**config.mk**
```make
export PLATFORM = sky130hd
export DESIGN_NAME = mult_accumulator
export DESIGN_NICKNAME = d
export VERILOG_FILES = /design/src/rtl/mult_accumulator.sv
export SDC_FILE = /design/constraint.sdc
export NUM_CORES = 1
export LEC_CHECK = 0
export ABC_CLOCK_PERIOD_IN_PS = 2900
export CAP_MARGIN = 20
export CORE_MARGIN = 3
export CORE_UTILIZATION = 40
export CTS_BUF_LIST = sky130_fd_sc_hd__clkbuf_8
export CTS_CLUSTER_SIZE = 28
export DETAILED_ROUTE_END_ITERATION = 16
export PLACE_DENSITY = 0.72
export SLEW_MARGIN = 20
export SYNTH_ARGS = -nofsm -noshare
export SYNTH_HDL_FRONTEND = slang
export SYNTH_SLANG_ARGS = --single-unit
```
**constraint.sdc**
```tcl
create_clock -name clk -period 2.9 [get_ports clk]
set_input_delay 0.58 -clock clk [delete_from_list [all_inputs] [get_ports clk]]
set_output_delay 0.58 -clock clk [all_outputs]
set_load 0.02 [all_outputs]
```
**src/rtl/mult_accumulator.sv**
```systemverilog
// Accumulates a run of unsigned 8-bit products from a 4x4 multiplier into an
// ACC_W-bit sum, presenting the result with a valid/ready handshake.
module mult_accumulator #(
  parameter int ACC_W = 12
) (
  input  logic             clk,
  input  logic             rst_n,
  input  logic             ena,
  input  logic [7:0]       p_in,
  input  logic             in_valid,
  output logic             in_ready,
  input  logic [3:0]       len,
  input  logic             clear,
  output logic [ACC_W-1:0] acc_out,
  output logic             acc_valid,
  input  logic             acc_ready,
  output logic             ovf,
  output logic             busy
);

  typedef enum logic [1:0] {IDLE, ACCUM, HOLD} state_t;

  state_t           state, state_nxt;
  logic [ACC_W-1:0] acc_p0;
  logic [4:0]       cnt_p0;
  logic [4:0]       len_p0;
  logic             ovf_p0;

  logic             accept;
  logic [4:0]       len_eff;
  logic [4:0]       cnt_inc;
  logic [ACC_W:0]   sum;

  // Modulo add that also returns the carry out of the top accumulator bit.
  function automatic logic [ACC_W:0] acc_add(input logic [ACC_W-1:0] a,
                                             input logic [7:0] p);
    return {1'b0, a} + (ACC_W+1)'(p);
  endfunction

  assign in_ready  = ena && (state != HOLD);
  assign accept    = in_valid && in_ready;
  assign len_eff   = (len == 4'd0) ? 5'd16 : {1'b0, len};
  assign cnt_inc   = cnt_p0 + 5'd1;
  assign sum       = acc_add(acc_p0, p_in);
  assign acc_out   = acc_p0;
  assign ovf       = ovf_p0;
  assign acc_valid = (state == HOLD);
  assign busy      = (state != IDLE);

  always_comb begin
    state_nxt = state;
    case (state)
      IDLE:    if (accept) state_nxt = (len_eff == 5'd1) ? HOLD : ACCUM;
      ACCUM:   if (accept && (cnt_inc == len_p0)) state_nxt = HOLD;
      HOLD:    if (acc_ready) state_nxt = IDLE;
      default: state_nxt = IDLE;
    endcase
  end

  // p0: accumulator stage; the final accept and the HOLD entry share one edge.
  always_ff @(posedge clk) begin
    if (!rst_n) begin
      state  <= IDLE;
      acc_p0 <= '0;
      cnt_p0 <= '0;
      len_p0 <= '0;
      ovf_p0 <= 1'b0;
    end else if (ena) begin
      if (clear) begin
        state  <= IDLE;
        acc_p0 <= '0;
        cnt_p0 <= '0;
        ovf_p0 <= 1'b0;
      end else begin
        state <= state_nxt;
        if (accept) begin
          if (state == IDLE) begin
            len_p0 <= len_eff;
            acc_p0 <= ACC_W'(p_in);
            cnt_p0 <= 5'd1;
            ovf_p0 <= 1'b0;
          end else begin
            acc_p0 <= sum[ACC_W-1:0];
            cnt_p0 <= cnt_inc;
            if (sum[ACC_W]) ovf_p0 <= 1'b1;
          end
        end
      end
    end
  end

endmodule

```
==> results of run 1 <==
[worst max path at each step]
| stage | to | slack (ns) | depth (start not counted) |
|---|---|---|---|
| final | in_ready | 0.36 | 3 |
| after global routing | in_ready | 0.30 | 3 |
| after CTS | in_ready | 0.36 | 3 |
| after detailed placement | acc_out[8] | 0.18 | 9 |
| after global placement | acc_out[8] | 0.23 | 9 |
| after floorplan | acc_out[8] | 0.83 | 8 |
[layer usage]
metal / track usage [%] / vias up / share of wire (%)
li1: - / 799 / -
met1: 24.34 / 757 / 48
met2: 28.60 / 38 / 47
met3: 3.478 / 2 / 4.7
met4: 2.553 / 0 / 0.54
met5: 0 / - / 0
[cells in the mapped netlist (2+ instances only)]
master	count	area share, %
a22oi_1	2	0.93
nor4_1	4	1.5
a222oi_1	2	1.2
o21a_1	3	1.4
xor2_1	4	2.2
ha_1	9	6.9
nor3_1	4	1.2
dfxtp_1	25	31
or3_1	6	2.3
a31oi_1	3	1.2
nor2_1	24	5.6
nand2b_1	2	0.77
nand2_1	14	3.2
o22ai_1	3	1.2
xnor2_1	6	3.2
a21oi_1	13	4.0
o21ai_0	8	2.5
nor2b_1	3	1.2
buf_2	4	1.2
mux2i_1	6	3.7
o211ai_1	3	1.4
nand3_1	4	1.2
nand4_1	2	0.77
a211oi_1	3	1.4
inv_1	8	1.9
[sequential cells by signal, indices dropped and copies added (netlist names)]
register and flops:
acc_out 12, cnt_p0 5, len_p0 5, state 2, ovf 1
[cells by family after synthesis]
kind of cell               after synthesis  synth area share [%]
xor gates and xnor gates                10                 5.401
DFF                                     25                 30.86
buffers and inverters                   15                 4.012
adders and majority gates               10                 8.179
and+or+nand+nor                         76                 24.54
AOI/OAI and AO/OA                       54                 22.61
muxes                                    7                 4.398
[power groups by stage]
stage,combinational [uW],clock [uW],sequential [uW]
final,164,209,361
after global routing,180,226,363
after CTS,163,216,361
after detailed placement,162,0,369
after global placement,162,0,369
after floorplan,94.1,0,371
[cell type report]
class | count | share of cell area [%]
Clock inverter | 1 | 0.1826
Timing Repair Buffer | 37 | 17.53
Tap cell | 48 | 2.921
Sequential cell | 25 | 24.35
Inverter | 9 | 1.643
Multi-Input combinational cell | 157 | 51.37
Clock buffer | 3 | 2.009
[through the flow]
step	std cells	util (%)	setup WS [ns]
after floorplan	197	-	0.8273
after global placement	276	53.32	0.2338
after detailed placement	276	53.32	0.1772
after CTS	280	54.51	0.3622
after global routing	280	54.51	0.3050
final	280	54.51	0.3595
[critical path, delay by kind of cell]
kind	cells	cell delay (ns)
buf+inv	2	1.20
simple gates	1	0.18
==> flow_results.org, run 1 <==
** Pwr
- Dividing total power by cell area gives a power density of 356.9 nW/um^2.
- Total Power :: 733.8 uW
- Worst IR Drop VDD :: 0.1910 mV
- Combinational share of power :: 22.3%
- Cell internal power was estimated by the tool at 523.4 uW.
- In this run switching power makes up 28.67% of total power.
- Summed over all nets, the switching power comes to 210.4 uW.
- For this design the static power due to leakage is 0.0007779 uW.
- Clock share of power :: 28.5%
- Sequential fraction of design power :: 49.2%

** GRT
- First-pass GRT wire length :: 7.051 mm
- The via count of the first global-routing pass is 1532.
- The total overflow left after global routing is 0.
- Entering global routing, the biggest net connects 14 pins.
- Antenna violations before repair :: 0
- In the global route stage, overall resource usage came out at 17.49%.

** Layout
- The library cell used most frequently in the layout, excluding fill and tap cells, is clkdlybuf4s50_1.
- Final-layout fill cell count :: 357
- Layout Cell Area excl Fill :: 2056 um^2
- From synthesis to final layout, the design area changed by 26.77%.
- Share of layout cells above drive strength 1 :: 8.190%
- At the end of the flow, the number of nets in the layout was 261.
- Summing all multi-input logic gate instances after layout gives 1056 um^2.
- Sequential standard cell area :: 500.5 um^2
- Number of diodes :: 0
- Most frequent cells in the layout :: clkdlybuf4s50_1, dfxtp_1, nor2_1

** Yosys
- Number of warnings reported in the yosys synthesis log :: 0
- #FFs+latches synth :: 25
- The most used flip-flop cell after synthesis is dfxtp_1.
- Counting every net in the synthesized netlist gives 225.
- Number of enable flip-flop cells after synthesis :: 0
- Average footprint of a synthesized cell :: 8.231 um^2
- Synthesis produced 197 cells.
- Cell variety after synth :: 57
- The cell area that synthesis handed to floorplanning was 1622 um^2.
- FFs w/ async S/R, synth :: 0%
- Sequential-to-total area share from yosys stat :: 30.86%

** Floorplanning
- For this configuration, the core starts out at a cell density of 43.00%.
- Chip width :: 69.67 um
- The total area inside the core boundary comes to 3771 um^2.
- During I/O placement, the number of pins put on the boundary was 34.
- Placement Rows :: 22
- In this run the vertical extent of the chip is 69.67 um.
- The die covers 4854 um^2.

** Clocking
- Maximum clock insertion buffer count :: 2
- At the later pin of the worst-skew pair, clock insertion delay measures 0.27 ns.
- H-tree depth :: 1
- Counting every sink on the clock net gives 25.
- Total clock buffers created by CTS :: 3
- Total setup buffers inserted after CTS :: 0
- Post-CTS sizing :: 0
- In this run, post-CTS hold repair placed 0 buffers.
- Worst-path clk slew :: 0.09 ns
- The tree is rooted in a clkbuf_8.
- TritonCTS clock tree :: yes

** Route
- Routed wire per std cell :: 14.61 um
- Post-route antenna net violation count :: 0
- Number of violations reported at the end of detailed-routing iteration 0 :: 132
- Total Wirelength :: 4.092 mm
- For this run, design rule violations remaining after detail routing come to 0.
- Before antenna repair, the detailed router went through 4 iterations.
- Via total after detailed routing :: 1596
- Via density :: 5.700

** Timing
- The clock period could shrink to 2.541 ns.
- Hold Fails Final Rpt :: 0
- Based on the critical path, the design can be clocked at up to 0.3936 GHz.
- Setup total negative slack on the finished layout was measured at 0 ns.
- Share of the clock period used by the worst path :: 87.60%
- The final-report max-slew violation count is 0.
- The worst pin sits at a relative slew slack of 62.61%.
- Between clock sinks in the finished design, the worst skew comes to 0.004462 ns.
- Across all hold checks on the routed design, the worst slack comes to 0.4889 ns.
- Worst slew pin tran :: 0.5590 ns
- Setup violations remaining at the end of the flow were counted as 0.
- Unrepaired setup endpoints after global routing :: no

** Setup path
- Worst path slowest cell :: clkdlybuf4s50_1
- The critical path goes through clkdlybuf4s50_1 > nor2b_1 > clkdlybuf4s50_1.
- For the worst setup path, the data arrival time is 1.96 ns.
- Slack of the worst reg-to-reg path :: 0.86 ns
- The worst register-to-register path has a depth of 8.
- STA classifies the critical path startpoint as a primary input.
- In this run the critical register-to-register path is launched from acc_out[0].
- The endpoint identified for the worst register-to-register timing path is acc_out[8].
- At the worst endpoint, the required time is 2.32 ns.
- Critical Path Most Common Cell :: clkdlybuf4s50_1
- Highest cell delay on the worst timing path :: 0.61 ns
- STA classifies the critical path endpoint as an output pin.
- Of all nets on the critical path, the largest fanout is 5.
- WS Path Type :: primary input to output pin
- The most critical setup path has its startpoint at ena.

** Worst hold path
- Counting instances, the worst hold path has a depth of 2.
- The worst hold path belongs to the class flop to flop.
- The worst hold path begins at cnt_p0[1].
- The path with the worst hold slack has its endpoint at cnt_p0[1].

** Status
- Status :: finished, final reports clean

** Placed design
- Routability Congestion :: 0.8826
- Placed Area :: 2011 um^2
- Detailed placement finished with a half-perimeter wire length of 3.134 mm.
- Count of input and output buffers :: 33

** Job
- Max-cap violations :: 0
Power figures use the tool's default switching activity.
==> inputs of run 2 (changes only) <==
--- a/config.mk
+++ b/config.mk
@@ -7,6 +7,7 @@
 export LEC_CHECK = 0
 export ABC_CLOCK_PERIOD_IN_PS = 2900
 export CAP_MARGIN = 20
+export CORE_ASPECT_RATIO = 0.8
 export CORE_MARGIN = 3
 export CORE_UTILIZATION = 40
 export CTS_BUF_LIST = sky130_fd_sc_hd__clkbuf_8
==> flow_results.org, run 2 (synthesis gave the netlist of run 1 again) <==
** Setup path
- Crit path to :: in_ready
- Traced cell by cell, the critical path runs through clkdlybuf4s50_1 > nor2b_1 > clkdlybuf4s50_1.
- Reg-to-Reg End :: acc_out[8]
- The worst setup path is of the primary input to output pin kind.
- Crit path max fanout :: 5 (unchanged)
- The worst setup path is captured at an output pin.
- The critical path's largest stage delay was 0.62 ns (about the same).
- Arrival time of the worst setup path :: 1.95 ns (about the same)
- In this run the critical register-to-register path is launched from acc_out[0].
- Slack of the worst reg-to-reg path :: 0.84 ns (-0.02 ns)
- The slowest stage of the critical path is the clkdlybuf4s50_1 cell.
- STA classifies the critical path startpoint as a primary input.
- The most numerous cell type found on the critical path is clkdlybuf4s50_1.
- Depth of the worst register-to-register path :: 8 (unchanged)
- Worst path required time :: 2.32 ns (about the same)
- Tracing the worst setup path back leads to its startpoint at ena.

** Floorplanning
- The vertical die dimension came to 62.95 um (-9.6%).
- The width of the chip was 77.19 um (+11%).
- Core footprint :: 3854 um^2 (+2.2%)
- The area of the die came to 4859 um^2 (+0.10%).
- Effective utilization at floorplan :: 42.08% (-0.92 points)
- Placement Rows :: 20 (-9.1%)
- The I/O pin count is 34 (unchanged).

** Placed design
- The placed wire-length estimate after detailed placement came to 2.983 mm (-4.8%).
- Routability Congestion :: 0.8127 (-7.9%)
- Post-Place Cells :: 283 (+2.5%)
- The number of buffers inserted by port buffering was 33 (unchanged).
- Placed Area :: 2019 um^2 (+0.44%)

** Clocking
- Insertion delay of the later-clocked pin in the worst-skew pair :: 0.27 ns (about the same)
- The sink count of the clock tree came to 25 (unchanged).
- CTS placed an instance of clkbuf_8 at the clock tree root.
- Total clock buffers created by CTS :: 3 (unchanged)
- TritonCTS built the clock tree.
- The buffer levels on the longest clock path came to 2 (unchanged).
- Hold buffer count at cts :: 0 (unchanged)
- Worst-path clk slew :: 0.09 ns (about the same)
- Total setup buffers inserted after CTS :: 0 (unchanged)
- The post-cts repair resize count is 0 (unchanged).
- H-tree depth :: 1 (unchanged)

** Layout
- Number of non-filler instances in the completed layout :: 287 (+2.5%)
- Most frequent standard cell in the layout excluding fill and tap cells :: clkdlybuf4s50_1
- Max FFs per register :: 12 (unchanged)
- Leaving out fill and tap cells, the most frequent cells in the layout are clkdlybuf4s50_1, dfxtp_1, nor2_1.
- The net count of the finished layout was 261 (unchanged).
- The number of diodes was 0 (unchanged).
- The number of fill cells was 389 (+9.0%).
- The share of layout cells above drive strength 1 came to 8.190% (unchanged).
- Layout Cell Area excl Fill :: 2064 um^2 (+0.43%)
- The area growth from synthesis to layout is 27.31%.

** Timing
- The pin slew with the least headroom to its limit was 0.5453 ns (-0.01363 ns).
- The total of endpoints with negative setup slack in the final report was 0 (unchanged).
- The final-report max-slew violation count came to 0 (unchanged).
- Final-layout setup total negative slack :: 0 ns (unchanged)
- Share of the clock period used by the worst path :: 87.18% (-0.42 points)
- Fmax achieved :: 0.3955 GHz (+0.48%)
- Setup repair after global routing left no endpoint under its margin.
- The minimum period implied by the final worst setup slack came to 2.528 ns (-0.01217 ns).
- Final worst clock skew :: 0.002497 ns (-0.001965 ns)
- The worst-case headroom to the max-slew limit is 63.53% (+0.91 points).
- The hold violation count in the final report was 0 (unchanged).

** Pwr
- Power density relative to cell area :: 353.8 nW/um^2 (-0.87%)
- The maximum VDD drop is 0.2202 mV (+15%).
- Leak pwr :: 0.0007779 uW (unchanged)

** Route
- The iteration-0 DRC count of the detailed router was 67 (-49%).
- The routed wire length per instance was 13.28 um (-9.2%).
- Via density :: 5.394 (-5.4%)
- Drt drc :: 0 (unchanged)
- Total Wirelength :: 3.810 mm (-6.9%)
- The number of detailed-route iterations in the first pass was 5 (+1).
- Post-route antenna net violation count :: 0 (unchanged)
- Via total after detailed routing :: 1548 (-3.0%)

** GRT
- The via count of the first global-routing pass was 1361 (-11%).
- Overall fraction of global-route tracks in use :: 16.28% (-1.2 points)
- Largest net degree at the start of global routing :: 14 (unchanged)
- First-pass GRT wire length :: 6.561 mm (-6.9%)
- Antenna violations before repair :: 0 (unchanged)
- Remaining Overflow, GRT :: 0 (unchanged)

** Status
- Status :: finished, final reports clean

** Worst hold path
- In this run the worst hold path is classified as flop to flop.

** Job
- Max-cap violations :: 0 (unchanged)
==> run 2: routing by layer <==
layer  vias to the layer above  routed length, um  share of wire, %  GRT usage, %
met5                         -                  0                 0             0
met4                         0                 15              0.39         2.000
met3                         5                247               6.5         3.890
met2                        47               1591                42         23.49
met1                       695               1955                51         24.87
li1                        801                  -                 -             -
==> run 2: per-stage QoR <==
stage	hold WS, ns	power, uW	worst slack [ns]	utilization (%)
finish	0.4843	730.5	0.3716	53.57
global route	0.5270	774.2	0.3026	53.57
CTS	0.4892	739.7	0.3646	53.57
detailed placement	0.4744	529.1	0.1585	52.40
global placement	0.4612	528.2	0.1906	52.40
floorplan	0.4536	465.3	0.8273	-
==> run 2: worst min-delay path by stage <==
stage                end  cells past startpoint  slack (ns)  startpoint
2_1_floorplan  cnt_p0[1]                      2        0.45   cnt_p0[1]
3_3_place_gp   cnt_p0[1]                      2        0.46   cnt_p0[1]
3_5_place_dp         ovf                      2        0.47         ovf
4_1_cts        cnt_p0[1]                      2        0.49   cnt_p0[1]
5_1_grt        cnt_p0[1]                      2        0.53   cnt_p0[1]
6_report       cnt_p0[1]                      2        0.48   cnt_p0[1]
==> run 2: final cells by class <==
class	instances	area, um^2	share of cell area, %
clock buffers	3	41.29	2.000
clock inverters	1	3.754	0.1818
inverters	9	33.78	1.636
multi-input cells	157	1056	51.15
flip-flops and latches	25	500.5	24.24
well taps	55	68.82	3.333
repair buffers	37	360.3	17.45
==> run 2: report_power, final <==
part           switching [uW]  internal (uW)
sequential               9.24            352
combinational            84.2           76.8
clock                     114           94.9
total                     207            523
==> run 2: critical path: cells and delay by family <==
kind                   cells  cell delay (ns)
and+or+nand+nor            1             0.19
buffers and inverters      2             1.18
==> inputs of run 3 (changes only) <==
--- a/config.mk
+++ b/config.mk
@@ -14,7 +14,7 @@
 export CTS_CLUSTER_SIZE = 28
 export DETAILED_ROUTE_END_ITERATION = 16
 export PLACE_DENSITY = 0.72
-export SLEW_MARGIN = 20
+export SLEW_MARGIN = 15
 export SYNTH_ARGS = -nofsm -noshare
 export SYNTH_HDL_FRONTEND = slang
 export SYNTH_SLANG_ARGS = --single-unit
==> results of run 3 <==
No change in the layout: final DEF, timing and power equal those of run 2.
